===== src/rtl/alu_disp_pkg.sv =====
// Shared opcode and glyph definitions for the ALU result display.
package alu_disp_pkg;

  typedef enum logic [2:0] {
    FN_ADD = 3'd0,
    FN_SUB = 3'd1,
    FN_NOT = 3'd2,
    FN_AND = 3'd3,
    FN_OR  = 3'd4,
    FN_XOR = 3'd5,
    FN_LT  = 3'd6,
    FN_EQ  = 3'd7
  } func_e;

  localparam logic [4:0] GL_BLANK = 5'd16;
  localparam logic [4:0] GL_MINUS = 5'd17;
  localparam logic [4:0] GL_C     = 5'd18;
  localparam logic [4:0] GL_O     = 5'd19;

  localparam int NUM_DIGITS = 4;

endpackage


===== src/rtl/seg7_decode.sv =====
// Glyph code to active-low {g,f,e,d,c,b,a} segment pattern.
module seg7_decode
  import alu_disp_pkg::*;
(
  input  logic [4:0] glyph,
  output logic [6:0] segs
);

  always_comb begin
    segs = 7'b1111111;
    case (glyph)
      5'd0:     segs = 7'b1000000;
      5'd1:     segs = 7'b1111001;
      5'd2:     segs = 7'b0100100;
      5'd3:     segs = 7'b0110000;
      5'd4:     segs = 7'b0011001;
      5'd5:     segs = 7'b0010010;
      5'd6:     segs = 7'b0000010;
      5'd7:     segs = 7'b1111000;
      5'd8:     segs = 7'b0000000;
      5'd9:     segs = 7'b0010000;
      5'd10:    segs = 7'b0001000;
      5'd11:    segs = 7'b0000011;
      5'd12:    segs = 7'b1000110;
      5'd13:    segs = 7'b0100001;
      5'd14:    segs = 7'b0000110;
      5'd15:    segs = 7'b0001110;
      GL_MINUS: segs = 7'b0111111;
      GL_C:     segs = 7'b1000110;
      GL_O:     segs = 7'b0100011;
      default:  segs = 7'b1111111;
    endcase
  end

endmodule


===== src/rtl/alu_result_display.sv =====
// Captures an ALU result on a strobe and scans it onto a 4-digit common-anode
// 7-segment display; a held overflow makes the whole display blink.
module alu_result_display
  import alu_disp_pkg::*;
#(
  parameter int SCAN_DIV  = 50000,
  parameter int BLINK_DIV = 250
) (
  input  logic                  clk,
  input  logic                  rst,
  input  logic                  cap_en,
  input  logic [2:0]            func,
  input  logic [3:0]            result,
  input  logic                  c,
  input  logic                  over,
  output logic [NUM_DIGITS-1:0] an,
  output logic [7:0]            seg
);

  localparam int SW    = $clog2(SCAN_DIV);
  localparam int BW    = (BLINK_DIV > 1) ? $clog2(BLINK_DIV) : 1;
  localparam int IDX_W = $clog2(NUM_DIGITS);

  localparam logic [SW-1:0] SCAN_LAST  = SW'(SCAN_DIV - 1);
  localparam logic [BW-1:0] BLINK_LAST = BW'(BLINK_DIV - 1);

  logic [2:0]            func_q, func_d;
  logic [3:0]            result_q, result_d;
  logic                  c_q, c_d;
  logic                  over_q, over_d;
  logic [SW-1:0]         scan_cnt_q, scan_cnt_d;
  logic [IDX_W-1:0]      idx_q, idx_d;
  logic [BW-1:0]         blink_cnt_q, blink_cnt_d;
  logic                  blink_vis_q, blink_vis_d;
  logic [NUM_DIGITS-1:0] an_q, an_d;
  logic [7:0]            seg_q, seg_d;

  logic                  tick;
  logic                  arith;
  logic                  dark;
  logic [4:0]            glyph;
  logic [6:0]            segs;

  always_comb begin
    func_d      = func_q;
    result_d    = result_q;
    c_d         = c_q;
    over_d      = over_q;
    scan_cnt_d  = scan_cnt_q + 1'b1;
    idx_d       = idx_q;
    blink_cnt_d = blink_cnt_q;
    blink_vis_d = blink_vis_q;

    tick = (scan_cnt_q == SCAN_LAST);
    if (tick) begin
      scan_cnt_d = '0;
      idx_d      = idx_q + 1'b1;
      if (blink_cnt_q == BLINK_LAST) begin
        blink_cnt_d = '0;
        blink_vis_d = ~blink_vis_q;
      end else begin
        blink_cnt_d = blink_cnt_q + 1'b1;
      end
    end

    // A capture restarts the blink phase, overriding any tick on the same edge.
    if (cap_en) begin
      func_d      = func;
      result_d    = result;
      c_d         = c;
      over_d      = over;
      blink_cnt_d = '0;
      blink_vis_d = 1'b1;
    end
  end

  // Glyph for the digit currently enabled, from the held result.
  always_comb begin
    arith = (func_q <= FN_SUB);
    glyph = GL_BLANK;
    case (idx_q)
      2'd0:    glyph = arith ? {2'b00, result_q[2:0]} : {1'b0, result_q};
      2'd1:    glyph = (arith && result_q[3]) ? GL_MINUS : GL_BLANK;
      2'd2:    glyph = over_q ? GL_O : (c_q ? GL_C : GL_BLANK);
      default: glyph = {2'b00, func_q};
    endcase
  end

  seg7_decode u_decode (
    .glyph (glyph),
    .segs  (segs)
  );

  always_comb begin
    dark = over_q && !blink_vis_q;
    if (dark) begin
      an_d  = '1;
      seg_d = 8'hFF;
    end else begin
      an_d  = ~(NUM_DIGITS'(1) << idx_q);
      seg_d = {1'b1, segs};
    end
  end

  always_ff @(posedge clk or negedge rst) begin
    if (!rst) begin
      func_q      <= '0;
      result_q    <= '0;
      c_q         <= 1'b0;
      over_q      <= 1'b0;
      scan_cnt_q  <= '0;
      idx_q       <= '0;
      blink_cnt_q <= '0;
      blink_vis_q <= 1'b1;
      an_q        <= '1;
      seg_q       <= 8'hFF;
    end else begin
      func_q      <= func_d;
      result_q    <= result_d;
      c_q         <= c_d;
      over_q      <= over_d;
      scan_cnt_q  <= scan_cnt_d;
      idx_q       <= idx_d;
      blink_cnt_q <= blink_cnt_d;
      blink_vis_q <= blink_vis_d;
      an_q        <= an_d;
      seg_q       <= seg_d;
    end
  end

  assign an  = an_q;
  assign seg = seg_q;

endmodule


===== config.mk =====
export PLATFORM = sky130hd
export DESIGN_NAME = alu_result_display
export DESIGN_NICKNAME = d
export VERILOG_FILES = /design/src/rtl/alu_disp_pkg.sv /design/src/rtl/seg7_decode.sv /design/src/rtl/alu_result_display.sv
export SDC_FILE = /design/constraint.sdc
export NUM_CORES = 1
export LEC_CHECK = 0
export BUFFER_PORTS_ARGS = -buffer_cell sky130_fd_sc_hd__buf_2
export CAP_MARGIN = 20
export CORE_ASPECT_RATIO = 0.7
export CORE_MARGIN = 4
export CORE_UTILIZATION = 45
export CTS_BUF_LIST = sky130_fd_sc_hd__clkbuf_2
export DETAILED_ROUTE_END_ITERATION = 12
export HOLD_SLACK_MARGIN = 0.02
export SYNTH_ARGS = -nofsm -noshare
export SYNTH_HDL_FRONTEND = slang
export SYNTH_SLANG_ARGS = --single-unit

===== constraint.sdc =====
create_clock -name clk -period 3.53 [get_ports clk]
set_clock_uncertainty 0.05 [all_clocks]
set_input_delay 1.059 -clock clk [delete_from_list [all_inputs] [get_ports clk]]
set_output_delay 1.059 -clock clk [all_outputs]
set_load 0.05 [all_outputs]

## Word-level counts from Yosys, hierarchy flattened

Memories as Yosys holds them, arrays and structs flattened.
Index checks and enable logic that the tools add are counted.

| word-level totals | value |
|---|---|
| bits in registers | 48 |
| bits in read-only memories | 224 |
| input bits | 12 |
| output and inout bits | 12 |
| word-level logic and storage cells | 43 |
| memories | 1 |

Memories:

| memory | depth | bits a word | read ports | clocked after memory_dff | wr ports | RTL line | text |
|---|---|---|---|---|---|---|---|
| (name not given) | 32 | 7 | 1 | 0 | 0 | seg7_decode.sv:11 | `case (glyph)` |

| cells by class | value |
|---|---|
| $add $sub $neg | 3 |
| order comparisons | 1 |
| eq/ne operators | 4 |
| shift-type cells | 1 |
| muxes and demuxes | 14 |
| bitwise gates (word level) | 2 |
| reductions and logical operators | 7 |

Operator list:

| operator | number |
|---|---|
| $mux W8 | 3 |
| $add A16 B1 Y16 const B | 1 |
| $eq A16 B16 Y1 const B | 1 |
| $mux W16 | 1 |
| $pmux W5 S3 | 1 |
| $add A8 B1 Y8 const B | 1 |
| $eq A8 B8 Y1 const B | 1 |
| $mux W4 | 2 |
| $mux W7 | 1 |
| $mux W1 | 4 |
| $mux W2 | 2 |
| $not A4 Y4 | 1 |
| $reduce_bool A2 Y1 | 2 |
| $shl A1 B2 Y4 const A | 1 |
| $le A3 B1 Y1 const B | 1 |
| $add A2 B1 Y2 const B | 1 |
| $eq A2 B1 Y1 const B | 1 |
| $eq A2 B2 Y1 const B | 1 |
| $logic_and A1 B1 Y1 | 2 |
| $logic_not A2 Y1 | 1 |
| $reduce_and A2 Y1 | 1 |
| $logic_not A1 Y1 | 1 |
| $not A1 Y1 | 1 |

## Longest topological paths before layout

Gate-level depths: netlist of the first run.
An unclocked memory read counts as a cell.

| logic depth | value |
|---|---|
| depth in word-level cells | 6 |
| gate-level depth with buffers | 11 |
| depth with buffers taken out | 10 |

## Hierarchy

Synthesis of the first run repeated with hierarchy kept, for this count alone.

| unflattened totals | value |
|---|---|
| cells, all modules | 260 |
| area, all modules | 2,623.8 um^2 |

By module, submodules not included:

| module | times used | cells each | area an instance (um^2) |
|---|---|---|---|
| alu_result_display | 1 | 205 | 2,215.9 |
| seg7_decode | 1 | 55 | 407.9 |

## Least setup slack after synthesis of the first run

Ideal clock, no wire load.

| timing path | value |
|---|---|
| path type | flip-flop to flip-flop |
| from | register idx_q[0] |
| to | register seg_q[0], in the netlist seg[0] |
| library setup time | 0.101 ns |
| arrival | 2.307 ns |
| required time | 3.379 ns |
| path slack | 1.072 ns |
| stages on the path, launching flop included | 12 |
| clock period less this slack | 2.458 ns |
| cell sequence | dfrtp_1 > inv_1 > ha_1 > buf_2 > a22oi_1 > nand2_1 > o21bai_1 > inv_1 > ha_1 > or4_1 > o31ai_1 > o311ai_1 |

| between the ends | value |
|---|---|
| longest elaborated chain between the ends | 4 |
| elaborated cells between the ends (all ways) | 6 |

RTL lines:

| element | RTL line | text |
|---|---|---|
| from (decl) | alu_result_display.sv:32 | `logic [IDX_W-1:0] idx_q, idx_d;` |
| from (signal assigned) | alu_result_display.sv:123 | `idx_q <= idx_d;` |
| $eq A2 B2 Y1 (tied with other cells) | alu_result_display.sv:81 | `case (idx_q)` |
| $pmux W5 S3 * | alu_result_display.sv:81 |  |
| $mem_v2 Z32 W7 * | n/a |  |
| $mux W7 * | alu_result_display.sv:96 | `if (dark) begin` |
| via seg_d[0] | alu_result_display.sv:36 | `logic [7:0] seg_q, seg_d;` |
| to (signal assigned) | alu_result_display.sv:127 | `seg_q <= seg_d;` |
| to (decl) | alu_result_display.sv:36 |  |

The timed path passes the listed nets; every way through them passes the cells marked *.
A chain may end at the register's enable or synchronous reset.

## Worst setup path after layout of the first run

Ends and elaborated chain as after synthesis.

==> PnR_summary.wiki, run 1 <==
{| class="wikitable"
! Metric !! Value
|-
| CP Capture Type || flip-flop
|-
| Count of yosys warnings during synthesis || 0
|-
| Number of iterations in the first detailed-routing pass || 5
|-
| Element type at the critical path start || flip-flop
|-
| Number of placement rows || 22
|-
| Setup WS post-layout || between 0.7 and 0.8 ns
|-
| Number of global-route vias before repair || around 1800
|-
| Initial Util || 0.482
|-
| Clock insertion delay at the later pin of the skew report || between 0.4 and 0.5 ns
|-
| IO Count || 24
|-
| Hpwl dp || 3.97 mm
|-
| Fill cell instance count of the final layout || around 500
|-
| Number of antenna cells inserted || 0
|-
| Largest net degree at the start of global routing || 46
|-
| Weighted congestion reported at the end of routability-driven placement || 0.987
|-
| Worst Hold Class || input pin to asynchronous set/reset pin
|-
| # Post-CTS Setup Buffers || 0
|-
| Clock H-tree levels || 2
|-
| Area share of the largest cell type after synthesis || 0.333
|-
| Worst Tran Pin Value || around 0.64 ns
|-
| Xor/xnor cell area share of the yosys netlist || 0.0433
|-
| Number of hold violations in the final report || 0
|-
| CTS Root Cell || sky130_fd_sc_hd__clkbuf_2
|-
| Crit Path Class || flip-flop to flip-flop
|-
| Post-Syn Area per Cell || between 10 and 15 sq um
|-
| Clk pin slew, worst setup/hold paths || 0.27 ns
|-
| Worst slack after detailed placement || ~0.84 ns
|-
| Register bit total from synthesis || 47
|-
| Largest cells by area after synthesis || sky130_fd_sc_hd__dfrtp_1, sky130_fd_sc_hd__dfstp_2, sky130_fd_sc_hd__ha_1, sky130_fd_sc_hd__mux2_2, sky130_fd_sc_hd__nand3_1
|-
| Maximum VDD drop || ~0.15 mV
|-
| Y dimension of the die || between 70 and 80 um
|-
| Number of I/O port buffers || 22
|-
| Number of cells produced by synthesis || roughly 260
|-
| Number of nets produced by synthesis || 285
|-
| Nets@finish || about 300
|-
| Cell area after technology mapping || around 2600 sq um
|-
| Post-synthesis adder-cell area fraction || 0.0714
|-
| Count of flip-flops with a built-in enable after synthesis || 0
|-
| Post-synth top area cell || sky130_fd_sc_hd__dfrtp_1
|-
| Number of buffers added by the clock tree synthesis step || 5
|-
| Leakage power of the design || 1.24 nW
|-
| Max-slew headroom at the worst pin || 0.573
|-
| Sequential element share of the synthesized area || 0.453
|-
| Proportion of layout cells with a drive suffix above 1 || 0.205
|-
| Critical path peak fanout || 10
|-
| Most frequent cells after synthesis || sky130_fd_sc_hd__dfrtp_1, sky130_fd_sc_hd__nand2_1, sky130_fd_sc_hd__ha_1
|-
| Fraction of registers with async set/reset || 1.00
|-
| Full die area || ~7100 sq um
|-
| Number of distinct library cell variants in the gate-level netlist after synthesis || 62
|-
| Count of maximum capacitance violations || 0
|-
| Overall die width || between 90 and 100 um
|-
| Number of antenna violations at the first check in global routing || 0
|-
| Max Fclk || between 300 and 400 MHz
|-
| Most used standard cell by instance count after synthesis || sky130_fd_sc_hd__dfrtp_1
|-
| Total number of clock tree sinks || 47
|-
| Post-synthesis share of cell area spent on and, or, nand and nor gates || 0.200
|-
| Outcome || finished clean
|-
| P&R area growth vs syn || 8.48%
|-
| Setup TNS after final layout || 0 ns
|-
| Max-slew violation count || 0
|-
| Global-route usage over all layers || 0.167
|-
| Power per unit of standard cell area || roughly 380 nW/um^2
|-
| Minimum clock period after layout || 2.76 ns
|-
| Placeable core region || between 5000 and 6000 sq um
|-
| Number of gates resized after CTS || 0
|-
| Buffer depth of the longest clock path || 2
|-
| Predominant post-synthesis flop cell || sky130_fd_sc_hd__dfrtp_1
|-
| Period utilisation layout || 0.781
|-
| Gr ovfl total || 0
|-
| Routed length per instance || approximately 16 um
|-
| Total detailed-routing wirelength || roughly 5.7 mm
|-
| R2R setup slack || 0.77 ns
|-
| Data arrival time at the worst-slack endpoint || ~3.1 ns
|-
| Clock tree from TritonCTS || yes
|-
| Dominant combinational cell family by area after synthesis || simple AND/OR/NAND/NOR gates
|-
| Compound-Gate Fraction of Synth Area || 0.150
|-
| Initial DRC Count || 117
|-
| DR vias/cell || ~6
|-
| Wire length of the first global-routing pass || ~9.4 mm
|-
| Portion of netlist area occupied by mux cells || 0.0376
|-
| Data required, critical path || approximately 3.9 ns
|-
| Final setup violating endpoints || 0
|-
| Hold Buf Count CTS || 0
|-
| Detailed-route via count || 2055
|-
| Setup repair after global routing missed its margin || false
|-
| Detail Route Antenna Nets || 0
|-
| DR DRC count || 0
|}
-- report_power, final --
| part | leakage [nW] | internal [mW] | switching [mW] | total, mW |
|---|---|---|---|---|
| Clock | 0.0404 | 0.116 | 0.191 | 0.307 |
| Sequential | 0.581 | 0.575 | 0.0162 | 0.591 |
| Combinational | 0.616 | 0.0617 | 0.134 | 0.196 |
| Total | 1.24 | 0.753 | 0.341 | 1.09 |
-- cell families after synthesis --
logic type / Yosys count
compound gates: 59
xor+xnor: 13
fa+ha+maj: 15
buf+inv: 24
flops: 47
mux: 9
other cells: 1
simple gates: 90
-- per-layer routing --
| layer | vias to the layer above | global-route usage | wire, um |
|---|---|---|---|
| li1 | 971 | - | - |
| met1 | 974 | 0.277 | 3010 |
| met2 | 98 | 0.199 | 2050 |
| met3 | 12 | 0.0500 | 531 |
| met4 | 0 | 0.0470 | 65 |
| met5 | - | 0 | 0 |
-- stage by stage --
| stage | util | std cells | area (sq um) | hold slack [ns] | total power, mW |
|---|---|---|---|---|---|
| 2_1_floorplan | - | 258 | 2630 | 0.401 | 0.738 |
| 3_3_place_gp | 0.508 | 341 | 2770 | 0.431 | 0.793 |
| 3_5_place_dp | 0.508 | 341 | 2770 | 0.444 | 0.791 |
| 4_1_cts | 0.519 | 349 | 2830 | 0.475 | 1.10 |
| 5_1_grt | 0.523 | 350 | 2850 | 0.305 | 1.14 |
| 6_report | 0.523 | 350 | 2850 | 0.345 | 1.09 |
-- flip-flops by register name, indices dropped and copies added (netlist names) --
register,flops
over_q,1
idx_q,2
result_q,4
blink_cnt_q,8
scan_cnt_q,16
blink_vis_q,1
an,4
func_q,3
seg,7
c_q,1
-- placed cells by master, fill, tap and decap left out, types with 4 or more instances in the layout --
master / count
sky130_fd_sc_hd__a21oi_1: 9
sky130_fd_sc_hd__a31oi_1: 5
sky130_fd_sc_hd__and3_1: 4
sky130_fd_sc_hd__and4_1: 4
sky130_fd_sc_hd__buf_2: 22
sky130_fd_sc_hd__clkbuf_2: 5
sky130_fd_sc_hd__dfrtp_1: 35
sky130_fd_sc_hd__dfstp_2: 12
sky130_fd_sc_hd__ha_1: 15
sky130_fd_sc_hd__inv_1: 12
sky130_fd_sc_hd__mux2_2: 7
sky130_fd_sc_hd__nand2_1: 18
sky130_fd_sc_hd__nand3_1: 14
sky130_fd_sc_hd__nand4_1: 7
sky130_fd_sc_hd__nor2_1: 14
sky130_fd_sc_hd__nor3_1: 4
sky130_fd_sc_hd__o21ai_0: 14
sky130_fd_sc_hd__xnor2_1: 7
sky130_fd_sc_hd__xor2_1: 6
-- area by class of cell --
type	instances	area, sq um	share of cell area
Timing Repair Buffer	24	138	0.0483
Tap cell	72	90.1	0.0316
Inverter	12	45.0	0.0158
Sequential cell	47	1190	0.418
Clock buffer	5	25.0	0.00878
Multi-Input combinational cell	187	1320	0.464
Clock inverter	3	38.8	0.0136
-- worst paths after layout --
| kind | cells after the start | endpoint | from |
|---|---|---|---|
| min | 1 | scan_cnt_q[13]$_DFF_PN0_ | rst |
| max reg2reg | 10 | seg[0]$_DFF_PN1_ | idx_q[0]$_DFFE_PN0N_ |
| min in group clk | 1 | scan_cnt_q[0]$_DFF_PN0_ | scan_cnt_q[0]$_DFF_PN0_ |
| min reg2reg | 1 | scan_cnt_q[0]$_DFF_PN0_ | scan_cnt_q[0]$_DFF_PN0_ |
| max | 10 | seg[0]$_DFF_PN1_ | idx_q[0]$_DFFE_PN0N_ |
| max in group asynchronous | 3 | seg[5]$_DFF_PN1_ | rst |
-- critical path: stages, from the launching register on --
cell and delay, ns:
sky130_fd_sc_hd__dfrtp_1 0.46, sky130_fd_sc_hd__inv_1 0.10, sky130_fd_sc_hd__ha_1 0.32, sky130_fd_sc_hd__a22oi_1 0.18
sky130_fd_sc_hd__nand2_1 0.14, sky130_fd_sc_hd__o21bai_1 0.35, sky130_fd_sc_hd__inv_1 0.16, sky130_fd_sc_hd__ha_1 0.25
sky130_fd_sc_hd__or4_1 0.50, sky130_fd_sc_hd__o31ai_1 0.08, sky130_fd_sc_hd__o311ai_1 0.11
(Power assumes the default switching activity.)
==> run 2: changes to the inputs <==
Settings changed: ABC_AREA set to 1, PLACE_DENSITY set to 0.65.
Clock period 3.53 ns to 2.48 ns, I/O delays scaled along.
==> run 2 against run 1 <==
  * Core utilization shrank 0.25 points
  * Cell count grew 29%
  * Sequential share of layout area shrank 2.4 points
  * Wire length shrank 3.9%
  * Critical path type unchanged
==> PnR_summary.wiki, run 2 <==
{| class="wikitable"
! Metric !! Value
|-
| Overall die width || between 100 and 150 um
|-
| Cell class contributing the biggest share of worst-path delay || adder cells
|-
| P&R area growth vs syn || 9.96%
|-
| Initial Util || 0.473
|-
| Proportion of layout cells with a drive suffix above 1 || 0.207
|-
| Most frequent cell on the critical path || sky130_fd_sc_hd__ha_1
|-
| Max-slew headroom at the worst pin || 0.659
|-
| Power per unit of standard cell area || between 500 and 600 nW/um^2
|-
| Register ranked first by flip-flop count || scan_cnt_q
|-
| Number of buffers added by the clock tree synthesis step || 5
|-
| Count of maximum capacitance violations || 0
|-
| Number of hold violations in the final report || 0
|-
| Worst Hold Class || input pin to asynchronous set/reset pin
|-
| Number of antenna cells inserted || 0
|-
| Data arrival time at the worst-slack endpoint || approximately 2.5 ns
|-
| Number of global-route vias before repair || between 1500 and 2000
|-
| # Post-CTS Setup Buffers || 0
|-
| Post-synthesis share of cell area spent on and, or, nand and nor gates || 0.352
|-
| Data required, critical path || 2.83 ns
|-
| Crit Path Class || flip-flop to flip-flop
|-
| DR vias/cell || between 4 and 5
|-
| Area of placed instances || roughly 3000 sq um
|-
| Compound-Gate Fraction of Synth Area || 0.0473
|-
| Largest net degree at the start of global routing || 22
|-
| Setup TNS after final layout || 0 ns
|-
| Number of gates resized after CTS || 0
|-
| Period utilisation layout || 0.869
|-
| Full die area || around 7400 sq um
|-
| Max Fclk || between 400 and 500 MHz
|-
| Post-synthesis adder-cell area fraction || 0.0682
|-
| Area share of the largest cell type after synthesis || 0.318
|-
| Register bit total from synthesis || between 40 and 50
|-
| Number of flip-flops under the largest register name || 16
|-
| Predominant post-synthesis flop cell || sky130_fd_sc_hd__dfrtp_1
|-
| Number of cells produced by synthesis || 349
|-
| Count of flip-flops with a built-in enable after synthesis || 0
|-
| Dominant combinational cell family by area after synthesis || simple AND/OR/NAND/NOR gates
|-
| Most frequent cells after synthesis || sky130_fd_sc_hd__nand2_1, sky130_fd_sc_hd__nor2_1, sky130_fd_sc_hd__nand3_1, sky130_fd_sc_hd__dfrtp_1, sky130_fd_sc_hd__inv_1
|-
| Post-Syn Area per Cell || 7.88 sq um
|-
| Worst path bufs/invs || 2
|-
| Clock tree from TritonCTS || yes
|-
| Number of iterations in the first detailed-routing pass || 4
|-
| DR DRC count || 0
|-
| CTS Root Cell || sky130_fd_sc_hd__clkbuf_2
|-
| Worst stage delay on the critical path || 0.48 ns
|-
| Gr ovfl total || 0
|-
| Final design area excluding fillers || slightly above 3000 sq um
|-
| Minimum clock period after layout || 2.16 ns
|-
| Highest-count cells in the layout ignoring fill and taps || sky130_fd_sc_hd__nand2_1, sky130_fd_sc_hd__nor2_1, sky130_fd_sc_hd__nand3_1
|-
| Outcome || finished clean
|-
| Initial DRC Count || just under 80
|-
| Fraction of registers with async set/reset || 1.00
|-
| Clock H-tree levels || 2
|-
| Total detailed-routing wirelength || about 5.4 mm
|-
| Number of antenna violations at the first check in global routing || 0
|-
| Total number of clock tree sinks || 47
|-
| Leakage power of the design || about 1.6 nW
|-
| Fill cell instance count of the final layout || roughly 580
|-
| Clock insertion delay at the later pin of the skew report || 0.44 ns
|-
| Number of distinct library cell variants in the gate-level netlist after synthesis || 34
|-
| Count of yosys warnings during synthesis || 0
|-
| Portion of netlist area occupied by mux cells || 0
|-
| Hpwl dp || 4.14 mm
|-
| Worst Tran Pin Value || 0.508 ns
|-
| Routed length per instance || between 10 and 15 um
|-
| Cell type of the slowest stage on the worst timing path || sky130_fd_sc_hd__dfrtp_1
|-
| Weighted congestion reported at the end of routability-driven placement || around 0.86
|-
| Critical path peak fanout || 5
|-
| Most used standard cell by instance count after synthesis || sky130_fd_sc_hd__nand2_1
|-
| Final setup violating endpoints || 0
|-
| CP Capture Type || flip-flop
|-
| Element type at the critical path start || flip-flop
|-
| Largest cells by area after synthesis || sky130_fd_sc_hd__dfrtp_1, sky130_fd_sc_hd__nand2_1, sky130_fd_sc_hd__dfstp_2, sky130_fd_sc_hd__ha_1, sky130_fd_sc_hd__nand3_1
|-
| Number of I/O port buffers || 22
|-
| Max-slew violation count || 0
|-
| Wire length of the first global-routing pass || roughly 9 mm
|-
| Cell area after technology mapping || about 2800 sq um
|-
| Nets@finish || between 400 and 500
|-
| Hold Buf Count CTS || 0
|-
| Detail Route Antenna Nets || 0
|-
| Number of nets produced by synthesis || about 380
|-
| Setup repair after global routing missed its margin || false
|-
| Sequential element share of the synthesized area || 0.433
|-
| Series of cell instances along the critical path || ha_1 -> inv_4 -> nand2_2 -> o21ai_2 -> inv_1 -> ha_1 -> or2_2 -> o21ai_0 -> nand2_1
|-
| Detailed-route via count || ~2200
|-
| Y dimension of the die || around 73 um
|-
| Number of placement rows || 23
|-
| IO Count || 24
|-
| Post-synth top area cell || sky130_fd_sc_hd__dfrtp_1
|-
| Placeable core region || ~5800 sq um
|-
| Most frequent standard cell in the layout excluding fill and tap cells || sky130_fd_sc_hd__nand2_1
|-
| Clk pin slew, worst setup/hold paths || around 0.26 ns
|-
| Xor/xnor cell area share of the yosys netlist || 0.0350
|-
| Global-route usage over all layers || 0.156
|-
| Maximum VDD drop || 0.248 mV
|-
| Buffer depth of the longest clock path || 2
|}
-- run 2: routing by layer --
layer	share of wire	wire length, um	vias up	global-route usage
met3	0.061	333	5	0.0417
li1	-	-	1147	-
met4	0.0081	44	0	0.0354
met1	0.55	2980	955	0.241
met2	0.38	2080	58	0.213
met5	0	0	-	0
-- run 2: final timing paths --
check | start | to | slack, ns | cells past startpoint
worst min register to register | blink_vis_q$_DFFE_PN1P_ | blink_vis_q$_DFFE_PN1P_ | 0.44 | 2
min in group clk | result[2] | result_q[2]$_DFFE_PN0P_ | 0.42 | 3
worst max register to register | idx_q[0]$_DFFE_PN0N_ | seg[6]$_DFF_PN1_ | 0.32 | 9
worst min-delay path | rst | scan_cnt_q[8]$_DFF_PN0_ | 0.07 | 1
worst max-delay path | idx_q[0]$_DFFE_PN0N_ | seg[6]$_DFF_PN1_ | 0.32 | 9
max in group asynchronous | rst | blink_vis_q$_DFFE_PN1P_ | 1.69 | 2
-- run 2: kinds of logic (layout without fill, tap and decap cells) --
kind of cell | count (synthesis) | after routing
and+or+nand+nor | 210 | 210
xor gates and xnor gates | 11 | 11
other | 1 | 1
adders and majority gates | 15 | 15
AOI/OAI and AO/OA | 22 | 22
buffers and inverters | 43 | 71
DFF | 47 | 47
-- run 2: final cells by class --
type | count | area (sq um) | area share
clock inverter | 3 | 46.3 | 0.0153
tap | 75 | 93.8 | 0.0310
timing repair buffer | 26 | 140 | 0.0463
clock buffer | 5 | 25.0 | 0.00827
sequential | 47 | 1190 | 0.394
inverter | 37 | 141 | 0.0467
multi-input combinational | 259 | 1390 | 0.459
-- run 2: where the power goes --
group	switching (mW)	internal [mW]
Clock	0.270	0.173
Sequential	0.0146	0.827
Combinational	0.231	0.0814
-- run 2: stage by stage --
step                      power [mW]  setup WS (ns)  utilization  instances  hold slack, ns
after detailed placement        1.17          0.378        0.508        444           0.413
after global routing            1.68          0.176        0.520        452          0.0419
after global placement          1.17          0.454        0.508        444           0.399
after CTS                       1.62          0.324        0.520        452          0.0451
final                           1.60          0.325        0.520        452          0.0686
after floorplan                 1.09          0.361            -        349           0.383
